--- src/rtl/wbu_writeback.sv ---
// Writeback unit feeding the register-file write port: ALU results, aligned/extended loads, pending-write hazard flag.
// Optional 64-bit WRITE-cycle counter output commit_cnt when WBU_COMMIT_CNT_EN is defined.
module wbu_writeback #(
   parameter int ADDR_WIDTH = 5,
   parameter int DATA_WIDTH = 32
) (
   input  logic                  clk,
   input  logic                  rst,
   input  logic                  in_valid,
   output logic                  in_ready,
   input  logic [ADDR_WIDTH-1:0] in_rd,
   input  logic [DATA_WIDTH-1:0] in_data,
   input  logic                  in_is_load,
   input  logic [2:0]            in_funct3,
   input  logic                  mem_rvalid,
   input  logic [DATA_WIDTH-1:0] mem_rdata,
   output logic                  rf_wen,
   output logic [ADDR_WIDTH-1:0] rf_waddr,
   output logic [DATA_WIDTH-1:0] rf_wdata,
   output logic                  busy,
   output logic [ADDR_WIDTH-1:0] busy_rd,
   output logic [1:0]            state_dbg
`ifdef WBU_COMMIT_CNT_EN
   ,
   output logic [63:0]           commit_cnt
`endif
);

   if (DATA_WIDTH != 32) begin : g_bad_width
      $error("wbu_writeback supports DATA_WIDTH == 32 only");
   end

   typedef enum logic [1:0] {
      IDLE     = 2'd0,
      WAIT_MEM = 2'd1,
      WRITE    = 2'd2
   } state_t;

   state_t                  state, state_d;
   logic [ADDR_WIDTH-1:0]   held_rd;
   logic [DATA_WIDTH-1:0]   held_data;
   logic [1:0]              held_addr;
   logic [2:0]              held_f3;
   logic [DATA_WIDTH-1:0]   load_val;
   logic [7:0]              byte_sel;
   logic [15:0]             half_sel;
   logic                    accept;

   // Handshake: a result transfers on the rising edge where in_valid && in_ready;
   // in_ready depends only on state, so the producer may hold in_valid until accepted.
   assign in_ready  = (state != WAIT_MEM);
   assign accept    = in_valid && in_ready;
   assign state_dbg = state;

   always_comb begin
      state_d = state;
      case (state)
         IDLE, WRITE: begin
            if (accept) state_d = in_is_load ? WAIT_MEM : WRITE;
            else        state_d = IDLE;
         end
         WAIT_MEM: if (mem_rvalid) state_d = WRITE;
         default:  state_d = IDLE;
      endcase
   end

   always_ff @(posedge clk or posedge rst) begin
      if (rst) state <= IDLE;
      else     state <= state_d;
   end

   // Lane selection from the word-aligned response; unknown funct3 falls back to a full word.
   always_comb begin
      byte_sel = 8'h00;
      case (held_addr)
         2'd0:    byte_sel = mem_rdata[7:0];
         2'd1:    byte_sel = mem_rdata[15:8];
         2'd2:    byte_sel = mem_rdata[23:16];
         default: byte_sel = mem_rdata[31:24];
      endcase
      half_sel = held_addr[1] ? mem_rdata[31:16] : mem_rdata[15:0];
      load_val = mem_rdata;
      case (held_f3)
         3'b000:  load_val = {{(DATA_WIDTH-8){byte_sel[7]}}, byte_sel};
         3'b001:  load_val = {{(DATA_WIDTH-16){half_sel[15]}}, half_sel};
         3'b100:  load_val = {{(DATA_WIDTH-8){1'b0}}, byte_sel};
         3'b101:  load_val = {{(DATA_WIDTH-16){1'b0}}, half_sel};
         default: load_val = mem_rdata;
      endcase
   end

   always_ff @(posedge clk or posedge rst) begin
      if (rst) begin
         held_rd   <= '0;
         held_data <= '0;
         held_addr <= 2'd0;
         held_f3   <= 3'd0;
      end else begin
         if (state != WAIT_MEM) begin
            if (accept) begin
               held_rd <= in_rd;
               if (in_is_load) begin
                  held_addr <= in_data[1:0];
                  held_f3   <= in_funct3;
               end else begin
                  held_data <= in_data;
               end
            end
         end else if (mem_rvalid) begin
            held_data <= load_val;
         end
      end
   end

   assign rf_wen   = (state == WRITE) && (held_rd != '0);
   assign rf_waddr = held_rd;
   assign rf_wdata = held_data;
   assign busy     = (state == WAIT_MEM) || rf_wen;
   assign busy_rd  = busy ? held_rd : '0;

`ifdef WBU_COMMIT_CNT_EN
   always_ff @(posedge clk or posedge rst) begin
      if (rst)                 commit_cnt <= 64'd0;
      else if (state == WRITE) commit_cnt <= commit_cnt + 64'd1;
   end
`endif

endmodule

--- config.mk ---
export PLATFORM = sky130hd
export DESIGN_NAME = wbu_writeback
export DESIGN_NICKNAME = d
export VERILOG_FILES = /design/src/rtl/wbu_writeback.sv
export SDC_FILE = /design/constraint.sdc
export NUM_CORES = 1
export LEC_CHECK = 0
export CAP_MARGIN = 20
export CORE_MARGIN = 4
export CORE_UTILIZATION = 44
export CTS_CLUSTER_DIAMETER = 80
export CTS_CLUSTER_SIZE = 14
export DETAILED_ROUTE_END_ITERATION = 6
export PLACE_DENSITY_LB_ADDON = 0.08
export SLEW_MARGIN = 30
export SYNTH_ARGS = -nofsm -noshare
export SYNTH_HDL_FRONTEND = slang
export SYNTH_SLANG_ARGS = --single-unit
--- constraint.sdc ---
create_clock -name clk -period 5.32 [get_ports clk]
set_input_delay 1.596 -clock clk [delete_from_list [all_inputs] [get_ports clk]]
set_output_delay 1.596 -clock clk [all_outputs]
set_load 0.005 [all_outputs]
Word level (Yosys, flattened, before mapping)
Index checks and enable logic that the tools add are counted.

storage, ports and cells
  flip-flop bits (word level) = 44
  bits in latches = 0
  memory bits (writable) = 0
  bits in read-only memories = 0
  input port bits = 77
  output and inout bits = 47
  logic and storage cells = 40
  memories = 0

cells by class
  $add $sub $neg = 0
  multiply operators = 0
  div/mod/pow operators = 0
  order comparisons = 0
  equality and inequality tests = 11
  shift operators = 0
  mux-type cells = 12
  bitwise gates (word level) = 0
  reduce and logical (&&, ||, !) cells = 12

operators by type and width
  kind                  number
  $mux W32              4
  $pmux W32 S4          1
  $pmux W8 S3           1
  $mux W16              1
  $eq A3 B3 Y1 const B  2
  $mux W2               3
  $reduce_and A3 Y1     2
  $mux W5               1
  $reduce_bool A5 Y1    1
  $eq A2 B1 Y1 const B  2
  $eq A2 B2 Y1 const B  2
  $logic_not A2 Y1      2
  $ne A2 B1 Y1 const B  2
  $ne A2 B2 Y1 const B  2
  $pmux W2 S2           1
  $eq A3 B1 Y1 const B  1
  $logic_not A3 Y1      1
  $logic_and A1 B1 Y1   2
  $reduce_and A2 Y1     1
  $reduce_bool A2 Y1    1
  $reduce_or A2 Y1      1
  $logic_or A1 B1 Y1    1

Depth between registers and ports, before layout
Gate-level depths: netlist (run 1).

  depth after elaboration = 5
  gate-level depth with buffers = 6
  mapped depth without buffers = 5

Least setup slack after synthesis (run 1)
Ideal clock, no wire load.

  path kind = reg-to-output
  from = reg state[0], in the netlist state_dbg[0]
  to = out busy_rd[0]
  data arrival time = 1.422 ns
  setup slack = 2.302 ns
  cell stages (with the launch flop) = 7
  buffers on the path = 2
  path through = dfrtp_1 > nor2b_1 > buf_2 > inv_1 > buf_1 > nand2_1 > and2_1

on the way
  longest elaborated chain between the ends = 4
  elaborated cells on any way between the ends = 5
  those cells by class = 2 x eq/ne; 1 x mux; 2 x reduce/logical

ends and longest elaborated chain
  element                   RTL line  text
  start: declaration        39        state_t state, state_d;
  start signal: assignment  69        else state <= state_d;
  $eq A2 B2 Y1              115       assign rf_wen = (state == WRITE) && (held_rd != '0);
  $logic_and A1 B1 Y1       115
  $logic_or A1 B1 Y1 (*)    118       assign busy = (state == WAIT_MEM) || rf_wen;
  $mux W5 (*)               119       assign busy_rd = busy ? held_rd : '0;
  end: declaration          21        output logic [ADDR_WIDTH-1:0] busy_rd,

Mark *: on every way between the ends. The rest lies on a longest branch, timed or not.

Worst setup path in the final report (run 1)
  from = reg state[0], in the netlist state_dbg[0]
  to = out busy_rd[4]

The elaborated chain is that of the path after synthesis.

==> impl_results.rst, run 1 <==
.. list-table::
   :header-rows: 1

   * - Metric
     - Value
   * - Outcome
     - finished, final reports clean
   * - Routed length on met1
     - 3.59 mm
   * - Num CTS Buffers
     - 5
   * - Half-perimeter wire length of the detailed placement result
     - 6.33 mm
   * - Critical path class
     - reg2out
   * - Register area share after synthesis
     - 42.9%
   * - Detailed router's first-iteration violation count
     - 266
   * - Total met2 wirelength after detailed routing
     - 4.11 mm
   * - Bufs on Longest Clock Path
     - 2
   * - Req. time, crit path
     - 3.72 ns
   * - Number of H-tree levels
     - 2
   * - Post-synthesis register bit count
     - 44
   * - Min-delay worst type
     - reg2reg
   * - Most frequent standard cell in the layout excluding fill and tap cells
     - clkdlybuf4s50_1
   * - Fin Setup TNS
     - 0 ns
   * - Timing-limited maximum frequency
     - 265 MHz
   * - Vias
     - 2704
   * - Time the worst path needs with I/O delays and setup
     - 3.77 ns
   * - Syn_nets
     - 370
   * - Die boundary width
     - 84.4 um
   * - Worst Path Arrival
     - 2.18 ns
   * - Share of post-route cells with drive strength above 1
     - 7.94%
   * - Clock latency at the later pin of the worst-skew pair
     - 0.29 ns
   * - Number of rows in the core area
     - 27
   * - Leakage
     - 1.56 nW
   * - Hold-fix buffer count after cts
     - 0
   * - Buffers on Ports
     - 123
   * - Syn_area_per_cell
     - 8.75 um2
   * - Wire length of the first global-routing pass
     - 13.6 mm
   * - Area growth from synthesis to final layout
     - 52.2%
   * - Number of inserted diodes
     - 0
   * - Effective utilization at floorplan
     - 46.0%
   * - Number of distinct library cell variants in the gate-level netlist after synthesis
     - 38
   * - 1st-pass router iterations
     - 4
   * - Total met3 wirelength after detailed routing
     - 601 um
   * - Cts repair resizes
     - 0
   * - Area of the die
     - 0.00711 mm2
   * - Synth Warn #
     - 0
   * - Antenna viol nets, final
     - 0
   * - CTS sink count
     - 44
   * - Max-slew headroom
     - 48.4%
   * - Endpoint type of the worst setup path
     - output port
   * - Number of setup buffers added after CTS
     - 0
   * - Power density relative to cell area
     - 330 mW/mm2
   * - Number of endpoints with negative hold slack in the final report
     - 0
   * - Overall die height
     - 84.4 um
   * - Type of element launching the critical path
     - register
   * - CTS tree
     - yes
   * - Routed via count divided by cell count
     - 5.69
   * - Max Fanout on Critical Path
     - 15
   * - Count of pins over their slew limit
     - 0
   * - Core Footprint
     - 0.00557 mm2
   * - Vias in the first global route
     - 2759
   * - Setup repair after global routing missed its margin
     - false
   * - Clock transition at the registers of the reported paths
     - 0.08 ns
   * - Count of nets after finishing
     - 480
   * - Commonest cells after routing, fill and taps aside
     - 123 x clkdlybuf4s50_1, 43 x dfrtp_1, 39 x a21oi_1, 35 x nor2_1, 24 x o21ai_0
   * - Largest net degree at the start of global routing
     - 45
   * - Top routing layer in use
     - met4
   * - Antenna violations before repair
     - 0
   * - Final setup violation count
     - 0
   * - Final Wtd Congestion
     - 0.916
   * - Cell count after synthesis
     - 293
   * - Global route overflow
     - 0
   * - Cell area after synthesis
     - 0.00256 mm2
   * - Post-placement worst setup slack
     - 1.60 ns
   * - Number of design rule violations left after detail routing
     - 0
   * - Routed wire length
     - 8.51 mm
   * - All-Layer GR Usage
     - 23.4%
   * - Root cell of the clock tree
     - clkbuf_8
   * - Final Worst Setup Slack
     - 1.55 ns
   * - Maximum vdd ir drop
     - 0.178 mV
   * - Final cycle utilization of the critical path
     - 70.9%
   * - Skew final
     - 0.00415 ns
   * - Top-level port count
     - 124
   * - Measured slew at the worst slew-check pin
     - 0.774 ns
   * - Average wire per cell in the routed design
     - 17.9 um
   * - Max Cap Viol
     - 0
==> sequential cells by signal, summed over array words and instances, names as in the netlist <==
name and flops:
rf_wdata 32, held_f3 3, state_dbg 2, rf_waddr 5, held_addr 2
==> final cells by class <==
cell class / count / area [um2]
sequential: 44 / 1100
clock inverter: 1 / 5.00
clock buffer: 6 / 72.6
fill: 496 / 1670
multi-input combinational: 220 / 1350
tap: 72 / 90.1
timing repair buffer: 127 / 1260
inverter: 5 / 20.0
==> metrics by stage <==
step           cell area (um2)  hold slack [ns]  util, %  total power, mW  cells
2_1_floorplan             2560            0.473        -            0.772    293
3_3_place_gp              3820            0.470     68.6             1.09    468
3_5_place_dp              3820            0.491     68.6             1.10    468
4_1_cts                   3900            0.510     70.0             1.29    475
5_1_grt                   3900            0.533     70.0             1.37    475
6_report                  3900            0.504     70.0             1.29    475
==> path summary, 6_finish.rpt <==
kind,startpoint,to,slack [ns],depth (start not counted)
setup / recovery,state_dbg[0],busy_rd[4],1.55,5
hold / removal,rf_wdata[2],rf_wdata[2],0.50,2
setup reg to reg,held_addr[1],rf_wdata[21],3.04,4
hold reg to reg,rf_wdata[2],rf_wdata[2],0.50,2
max in group asynchronous,rst,held_f3[1],3.08,2
min in group asynchronous,rst,rf_waddr[4],1.74,2
==> cell usage after synthesis <==
library cell / n / share of area [%]
clkbuf_1: 16 / 2.3
o221a_2: 1 / 0.44
a22oi_1: 1 / 0.29
and3b_1: 1 / 0.34
nor2b_1: 4 / 0.98
dfrtp_1: 44 / 43
mux2i_1: 7 / 2.7
nand3b_1: 2 / 0.59
buf_1: 3 / 0.44
a221o_1: 1 / 0.39
o22a_1: 1 / 0.34
buf_4: 1 / 0.29
nor2_1: 35 / 5.1
a21oi_1: 39 / 7.6
buf_2: 4 / 0.78
o22ai_1: 8 / 2.0
a22o_4: 1 / 0.68
mux2_4: 1 / 0.59
and3_1: 5 / 1.2
a2111oi_0: 1 / 0.34
nor4bb_1: 2 / 0.78
o211ai_2: 1 / 0.49
nor3_1: 23 / 4.5
nand2b_1: 4 / 0.98
mux2_2: 13 / 5.7
a211oi_1: 21 / 6.1
and2_1: 6 / 1.5
a211o_1: 1 / 0.34
a2bb2oi_1: 1 / 0.34
nand2_1: 8 / 1.2
o21a_1: 2 / 0.59
or2_2: 1 / 0.24
inv_1: 5 / 0.73
nand3_1: 1 / 0.19
o21ai_0: 24 / 4.7
a221oi_1: 2 / 0.68
o21ai_1: 1 / 0.19
o211a_1: 1 / 0.39
==> where the power goes <==
part	internal [mW]	leakage [nW]	switching, mW	total (mW)
Combinational	0.337	1.01	0.237	0.574
Clock	0.0894	0.0410	0.107	0.197
Sequential	0.428	0.501	0.0890	0.517
==> critical path, stage by stage (launching register included) <==
cell,delay [ns]
dfrtp_1,0.43
nor2b_2,0.18
inv_1,0.40
nand2_1,0.21
and2_1,0.22
clkdlybuf4s50_1,0.45
==> per-layer routing <==
layer	GRT usage, %	up-vias
li1	-	1287
met1	30.6	1281
met2	39.2	119
met3	4.81	17
met4	7.34	0
met5	0	-
==> cell families (layout without fill, tap and decap cells) <==
kind of cell,Yosys count,in the layout,share of synthesized area (%)
buf+inv,29,139,4.59
compound gates,107,107,25.9
simple gates,92,92,17.6
mux,21,21,9.02
flops,44,44,42.9
(Power assumes the default switching activity.)
==> inputs of run 2 (changes only) <==
--- a/config.mk
+++ b/config.mk
@@ -7,7 +7,7 @@
 export LEC_CHECK = 0
 export CAP_MARGIN = 20
 export CORE_MARGIN = 4
-export CORE_UTILIZATION = 44
+export CORE_UTILIZATION = 41
 export CTS_CLUSTER_DIAMETER = 80
 export CTS_CLUSTER_SIZE = 14
 export DETAILED_ROUTE_END_ITERATION = 6
==> constraint.sdc (replaced) <==
create_clock -name clk -period 3.84 [get_ports clk]
set_input_delay 1.152 -clock clk [delete_from_list [all_inputs] [get_ports clk]]
set_output_delay 1.152 -clock clk [all_outputs]
set_load 0.005 [all_outputs]
==> run 2 against run 1 <==
- clock skew about the same
- design area up 0.45%
- combinational power up 43%
- via count up 1.1%
- largest cell class unchanged
- flip-flop and latch count unchanged
- core utilization down 4.6 points
- die area up 6.6%
- final cell count up 1.1%
- clock power up 46%
- first-iteration DRC count down 46%
==> impl_results.rst, run 2 (synthesis gave the netlist of run 1 again) <==
.. list-table::
   :header-rows: 1

   * - Metric
     - Value
   * - Outcome
     - finished, final reports clean
   * - CTS tree
     - yes
   * - Vias in the first global route
     - 2756
   * - 1st-pass router iterations
     - 4
   * - Time the worst path needs with I/O delays and setup
     - 2.93 ns
   * - Top routing layer in use
     - met4
   * - Num CTS Buffers
     - 5
   * - Timing-limited maximum frequency
     - 341 MHz
   * - Number of inserted diodes
     - 0
   * - Antenna violations before repair
     - 0
   * - Worst-case register-to-register setup slack
     - 1.52 ns
   * - Setup repair after global routing missed its margin
     - false
   * - Overall die height
     - 87.1 um
   * - Power density relative to cell area
     - 461 mW/mm2
   * - Routed via count divided by cell count
     - 5.70
   * - Number of flip-flops in the largest register
     - 32
   * - Final cycle utilization of the critical path
     - 76.4%
   * - Final core utilization
     - 65.5%
   * - Half-perimeter wire length of the detailed placement result
     - 6.46 mm
   * - Number of setup buffers added after CTS
     - 0
   * - Maximum vdd ir drop
     - 0.235 mV
   * - Count of nets after finishing
     - 482
   * - Top-level port count
     - 124
   * - Clock latency at the later pin of the worst-skew pair
     - 0.30 ns
   * - Post-route cell area
     - 0.00392 mm2
   * - Cell type of the slowest stage on the worst timing path
     - clkdlybuf4s50_1
   * - Share of post-route cells with drive strength above 1
     - 8.15%
   * - Total met2 wirelength after detailed routing
     - 4.11 mm
   * - Area growth from synthesis to final layout
     - 52.9%
   * - Number of rows in the core area
     - 28
   * - Measured slew at the worst slew-check pin
     - 0.823 ns
   * - Number of design rule violations left after detail routing
     - 0
   * - Total met3 wirelength after detailed routing
     - 744 um
   * - Number of H-tree levels
     - 2
   * - Longest individual stage delay on the worst path
     - 0.46 ns
   * - Final Wtd Congestion
     - 0.848
   * - Skew final
     - 0.00384 ns
   * - Wire length of the first global-routing pass
     - 13.6 mm
   * - Bufs on Longest Clock Path
     - 2
   * - CTS sink count
     - 44
   * - Global route overflow
     - 0
   * - Hold-fix buffer count after cts
     - 0
   * - Die boundary width
     - 87.1 um
   * - Most frequent standard cell in the layout excluding fill and tap cells
     - clkdlybuf4s50_1
   * - Placement Cell Area
     - 0.00384 mm2
   * - Leakage
     - 1.57 nW
   * - Cts repair resizes
     - 0
   * - Antenna viol nets, final
     - 0
   * - Largest net degree at the start of global routing
     - 45
   * - Commonest cells after routing, fill and taps aside
     - 123 x clkdlybuf4s50_1, 44 x dfrtp_1, 39 x a21oi_1, 35 x nor2_1, 24 x o21ai_0
   * - Min-delay worst type
     - reg2reg
   * - Effective utilization at floorplan
     - 42.8%
   * - Final setup violation count
     - 0
   * - Fin Setup TNS
     - 0 ns
   * - Detailed router's first-iteration violation count
     - 144
   * - Endpoint type of the worst setup path
     - output port
   * - Root cell of the clock tree
     - clkbuf_8
   * - Average wire per cell in the routed design
     - 18.1 um
   * - CP cell instances
     - nor3_1, a21oi_1, or2_2, clkdlybuf4s50_1
   * - Number of endpoints with negative hold slack in the final report
     - 0
   * - Count of pins over their slew limit
     - 0
   * - Routed length on met1
     - 3.68 mm
   * - Max-slew headroom
     - 45.2%
   * - Delay-heaviest family, CP
     - simple AND/OR/NAND/NOR gates
   * - Vias
     - 2734
   * - Clock transition at the registers of the reported paths
     - 0.09 ns
   * - Req. time, crit path
     - 2.69 ns
   * - Critical path class
     - reg2out
   * - Routed wire length
     - 8.67 mm
   * - All-Layer GR Usage
     - 22.9%
   * - Type of element launching the critical path
     - register
   * - Core Footprint
     - 0.00599 mm2
   * - Buffers on Ports
     - 123
   * - Area of the die
     - 0.00759 mm2
   * - Max Fanout on Critical Path
     - 4
   * - Bufs and invs on worst path
     - 1
   * - Max Cap Viol
     - 0
   * - Worst Path Arrival
     - 1.78 ns
==> run 2: final timing paths <==
check	from	end	cells after the start
max	rf_waddr[4]	busy	4
min	rf_wdata[7]	rf_wdata[7]	2
max in group asynchronous	rst	rf_wdata[10]	2
min in group asynchronous	rst	state_dbg[1]	2
min reg2reg	rf_wdata[7]	rf_wdata[7]	2
max reg2reg	held_addr[1]	rf_wdata[21]	4
==> run 2: report_power, final <==
part           internal, mW  total, mW  switching [mW]
Clock                 0.124      0.288           0.164
Sequential            0.593      0.701           0.107
Combinational         0.472      0.818           0.345
Total                  1.19       1.81           0.617
==> run 2: cell type report <==
cell class	instances	area, um2
clock inverter	1	5.00
tap	75	93.8
fill	520	2070
timing repair buffer	129	1280
clock buffer	6	72.6
sequential	44	1100
inverter	5	20.0
multi-input combinational	220	1350
==> run 2: layer usage <==
metal  up-vias  global-route usage [%]
met4         0                    5.58
met5         -                       0
met2       118                    37.1
li1       1293                       -
met3        13                    5.49
met1      1310                    30.8
==> run 2: stage by stage <==
stage	hold slack [ns]	std cells	total power [mW]	setup slack, ns
after floorplan	0.473	293	1.07	1.27
after global placement	0.466	473	1.51	0.740
after detailed placement	0.471	473	1.53	0.665
after CTS	0.490	480	1.81	0.893
after global routing	0.519	480	1.92	0.760
final	0.481	480	1.81	0.905
==> run 2: worst register-to-register path, stage by stage (launching register included) <==
cell and delay (ns):
dfrtp_1 0.89, nor2_1 0.17, a22o_4 0.30, o211ai_2 0.63, a211oi_1 0.18
==> inputs of run 3 (changes only) <==
--- a/config.mk
+++ b/config.mk
@@ -7,7 +7,7 @@
 export LEC_CHECK = 0
 export CAP_MARGIN = 20
 export CORE_MARGIN = 4
-export CORE_UTILIZATION = 41
+export CORE_UTILIZATION = 37
 export CTS_CLUSTER_DIAMETER = 80
 export CTS_CLUSTER_SIZE = 14
 export DETAILED_ROUTE_END_ITERATION = 6
==> constraint.sdc (replaced) <==
create_clock -name clk -period 2.6 [get_ports clk]
set_input_delay 0.78 -clock clk [delete_from_list [all_inputs] [get_ports clk]]
set_output_delay 0.78 -clock clk [all_outputs]
set_load 0.005 [all_outputs]
==> run 3 against run 2 <==
- design area up 3.1%
- sequential power is 47% higher
- non-clock buffer count up 8
- die area up 9.8%
- critical endpoint unchanged
- clock power up 66%
- register-to-register slack worse by 0.87 ns
==> impl_results.rst, run 3 (synthesis gave the netlist of run 1 again) <==
.. list-table::
   :header-rows: 1

   * - Metric
     - Value
   * - Area of the die
     - 0.00833 mm2
   * - Number of rows in the core area
     - 30
   * - Power density relative to cell area
     - 686 mW/mm2
   * - Number of design rule violations left after detail routing
     - 0
   * - Clock latency at the later pin of the worst-skew pair
     - 0.30 ns
   * - Time the worst path needs with I/O delays and setup
     - 2.48 ns
   * - Skew final
     - 0.00505 ns
   * - Cell type of the slowest stage on the worst timing path
     - clkdlybuf4s50_1
   * - Final core utilization
     - 59.8%
   * - Critical path endpoint
     - busy
   * - GR met2 Demand/Resource
     - 36.1%
   * - Placement Cell Area
     - 0.00392 mm2
   * - Clock transition at the registers of the reported paths
     - 0.08 ns
   * - Worst Path Arrival
     - 1.70 ns
   * - Count of pins over their slew limit
     - 0
   * - Core Footprint
     - 0.00676 mm2
   * - CTS tree
     - yes
   * - Average wire per cell in the routed design
     - 18.2 um
   * - Final Wtd Congestion
     - 0.897
   * - Most frequent standard cell in the layout excluding fill and tap cells
     - clkdlybuf4s50_1
   * - Worst-case register-to-register setup slack
     - 0.65 ns
   * - Min-delay worst type
     - reg2reg
   * - Maximum vdd ir drop
     - 0.314 mV
   * - Antenna viol nets, final
     - 0
   * - Num CTS Buffers
     - 5
   * - Number of endpoints with negative hold slack in the final report
     - 0
   * - All-Layer GR Usage
     - 21.5%
   * - Routed wire length
     - 8.99 mm
   * - Number of inserted diodes
     - 0
   * - Critical R2R Capture
     - rf_wdata[2]
   * - Leakage
     - 1.63 nW
   * - Number of flip-flops in the largest register
     - 32
   * - Bufs and invs on worst path
     - 1
   * - Commonest cells after routing, fill and taps aside
     - 123 x clkdlybuf4s50_1, 44 x dfrtp_1, 39 x a21oi_1, 35 x nor2_1, 24 x o21ai_0
   * - Grt met3 use
     - 5.30%
   * - Max Fanout on Critical Path
     - 5
   * - Req. time, crit path
     - 1.82 ns
   * - Wire length of the first global-routing pass
     - 14.3 mm
   * - Type of element launching the critical path
     - register
   * - Global route overflow
     - 0
   * - Buffers on Ports
     - 123
   * - Measured slew at the worst slew-check pin
     - 0.646 ns
   * - Die boundary width
     - 91.3 um
   * - Longest individual stage delay on the worst path
     - 0.49 ns
   * - Post-route cell area
     - 0.00404 mm2
   * - Post-placement worst setup slack
     - 0.0341 ns
   * - Busiest layer in global routing
     - met2
   * - Outcome
     - finished, final reports clean
   * - Final Total Pwr
     - 2.77 mW
   * - Delay-heaviest family, CP
     - buffers and inverters
   * - Half-perimeter wire length of the detailed placement result
     - 6.80 mm
   * - CP cell instances
     - nand2b_1, a21oi_1, or2_2, clkdlybuf4s50_1
   * - Vias in the first global route
     - 2807
   * - Area growth from synthesis to final layout
     - 57.6%
   * - Final cycle utilization of the critical path
     - 95.4%
   * - Hold-fix buffer count after cts
     - 0
   * - Worst Reg2Reg Path Length in Cells
     - 4
   * - Largest net degree at the start of global routing
     - 29
   * - Final Worst Setup Slack
     - 0.119 ns
   * - Vias
     - 2737
   * - Bufs on Longest Clock Path
     - 2
   * - Critical path class
     - reg2out
   * - Worst Setup SP
     - state_dbg[0]
   * - Count of nets after finishing
     - 490
   * - Root cell of the clock tree
     - clkbuf_8
   * - Crit path depth
     - 4
   * - Number of H-tree levels
     - 2
   * - Routed via count divided by cell count
     - 5.55
   * - Max-slew headroom
     - 55.8%
   * - Detailed router's first-iteration violation count
     - 136
   * - Reg2Reg Launch Point
     - held_f3[0]
   * - Top-level port count
     - 124
   * - Timing-limited maximum frequency
     - 403 MHz
   * - 1st-pass router iterations
     - 4
   * - CTS sink count
     - 44
   * - Share of post-route cells with drive strength above 1
     - 10.7%
   * - Antenna violations before repair
     - 0
   * - Endpoint type of the worst setup path
     - output port
   * - Final setup violation count
     - 0
   * - Effective utilization at floorplan
     - 38.0%
   * - Overall die height
     - 91.3 um
   * - Met1 capacity usage during global routing
     - 27.8%
   * - Max Cap Viol
     - 0
-- run 3: worst min-delay path by stage --
stage / slack (ns) / cells past startpoint / endpoint / start
3_5_place_dp: 0.47 / 2 / rf_wdata[7] / rf_wdata[7]
2_1_floorplan: 0.47 / 2 / rf_wdata[2] / rf_wdata[2]
4_1_cts: 0.49 / 2 / rf_wdata[7] / rf_wdata[7]
5_1_grt: 0.53 / 2 / rf_wdata[7] / rf_wdata[7]
3_3_place_gp: 0.47 / 2 / rf_wdata[2] / rf_wdata[2]
6_report: 0.49 / 2 / rf_wdata[2] / rf_wdata[2]
-- run 3: worst reg2reg max path: stages (launching register included) --
cell and delay (ns):
dfrtp_1 0.53, nand2b_1 0.46, nor3_1 0.10, a2111oi_0 0.53, o21ai_0 0.19
-- run 3: final cells by class --
class	instances	area, um2
Clock buffer	7	96.3
Fill cell	628	2710
Inverter	5	18.8
Multi-Input combinational cell	220	1370
Sequential cell	44	1100
Tap cell	80	100
Timing Repair Buffer	137	1360
-- run 3: metal layers --
layer	vias up	wire length (um)
met5	-	0
met1	1317	3900
met2	98	4330
li1	1312	-
met4	0	121
met3	10	645
-- run 3: timing repair --
action / CTS / global route
resized for setup: 0 / 3
hold endpoints to repair: 0 / 0
setup buffers: 0 / 2
setup endpoints to repair: 0 / 7
-- run 3: stage by stage --
stage	setup TNS (ns)	cells	hold WS [ns]
after floorplan	0	293	0.473
after global placement	0	484	0.467
after detailed placement	0	484	0.471
after CTS	0	491	0.490
after global routing	-0.00867	493	0.534
final	0	493	0.488
-- run 3: report_power, final --
part	internal [mW]	total (mW)	switching, mW
Combinational	0.735	1.26	0.528
Sequential	0.876	1.03	0.155
Clock	0.237	0.477	0.240
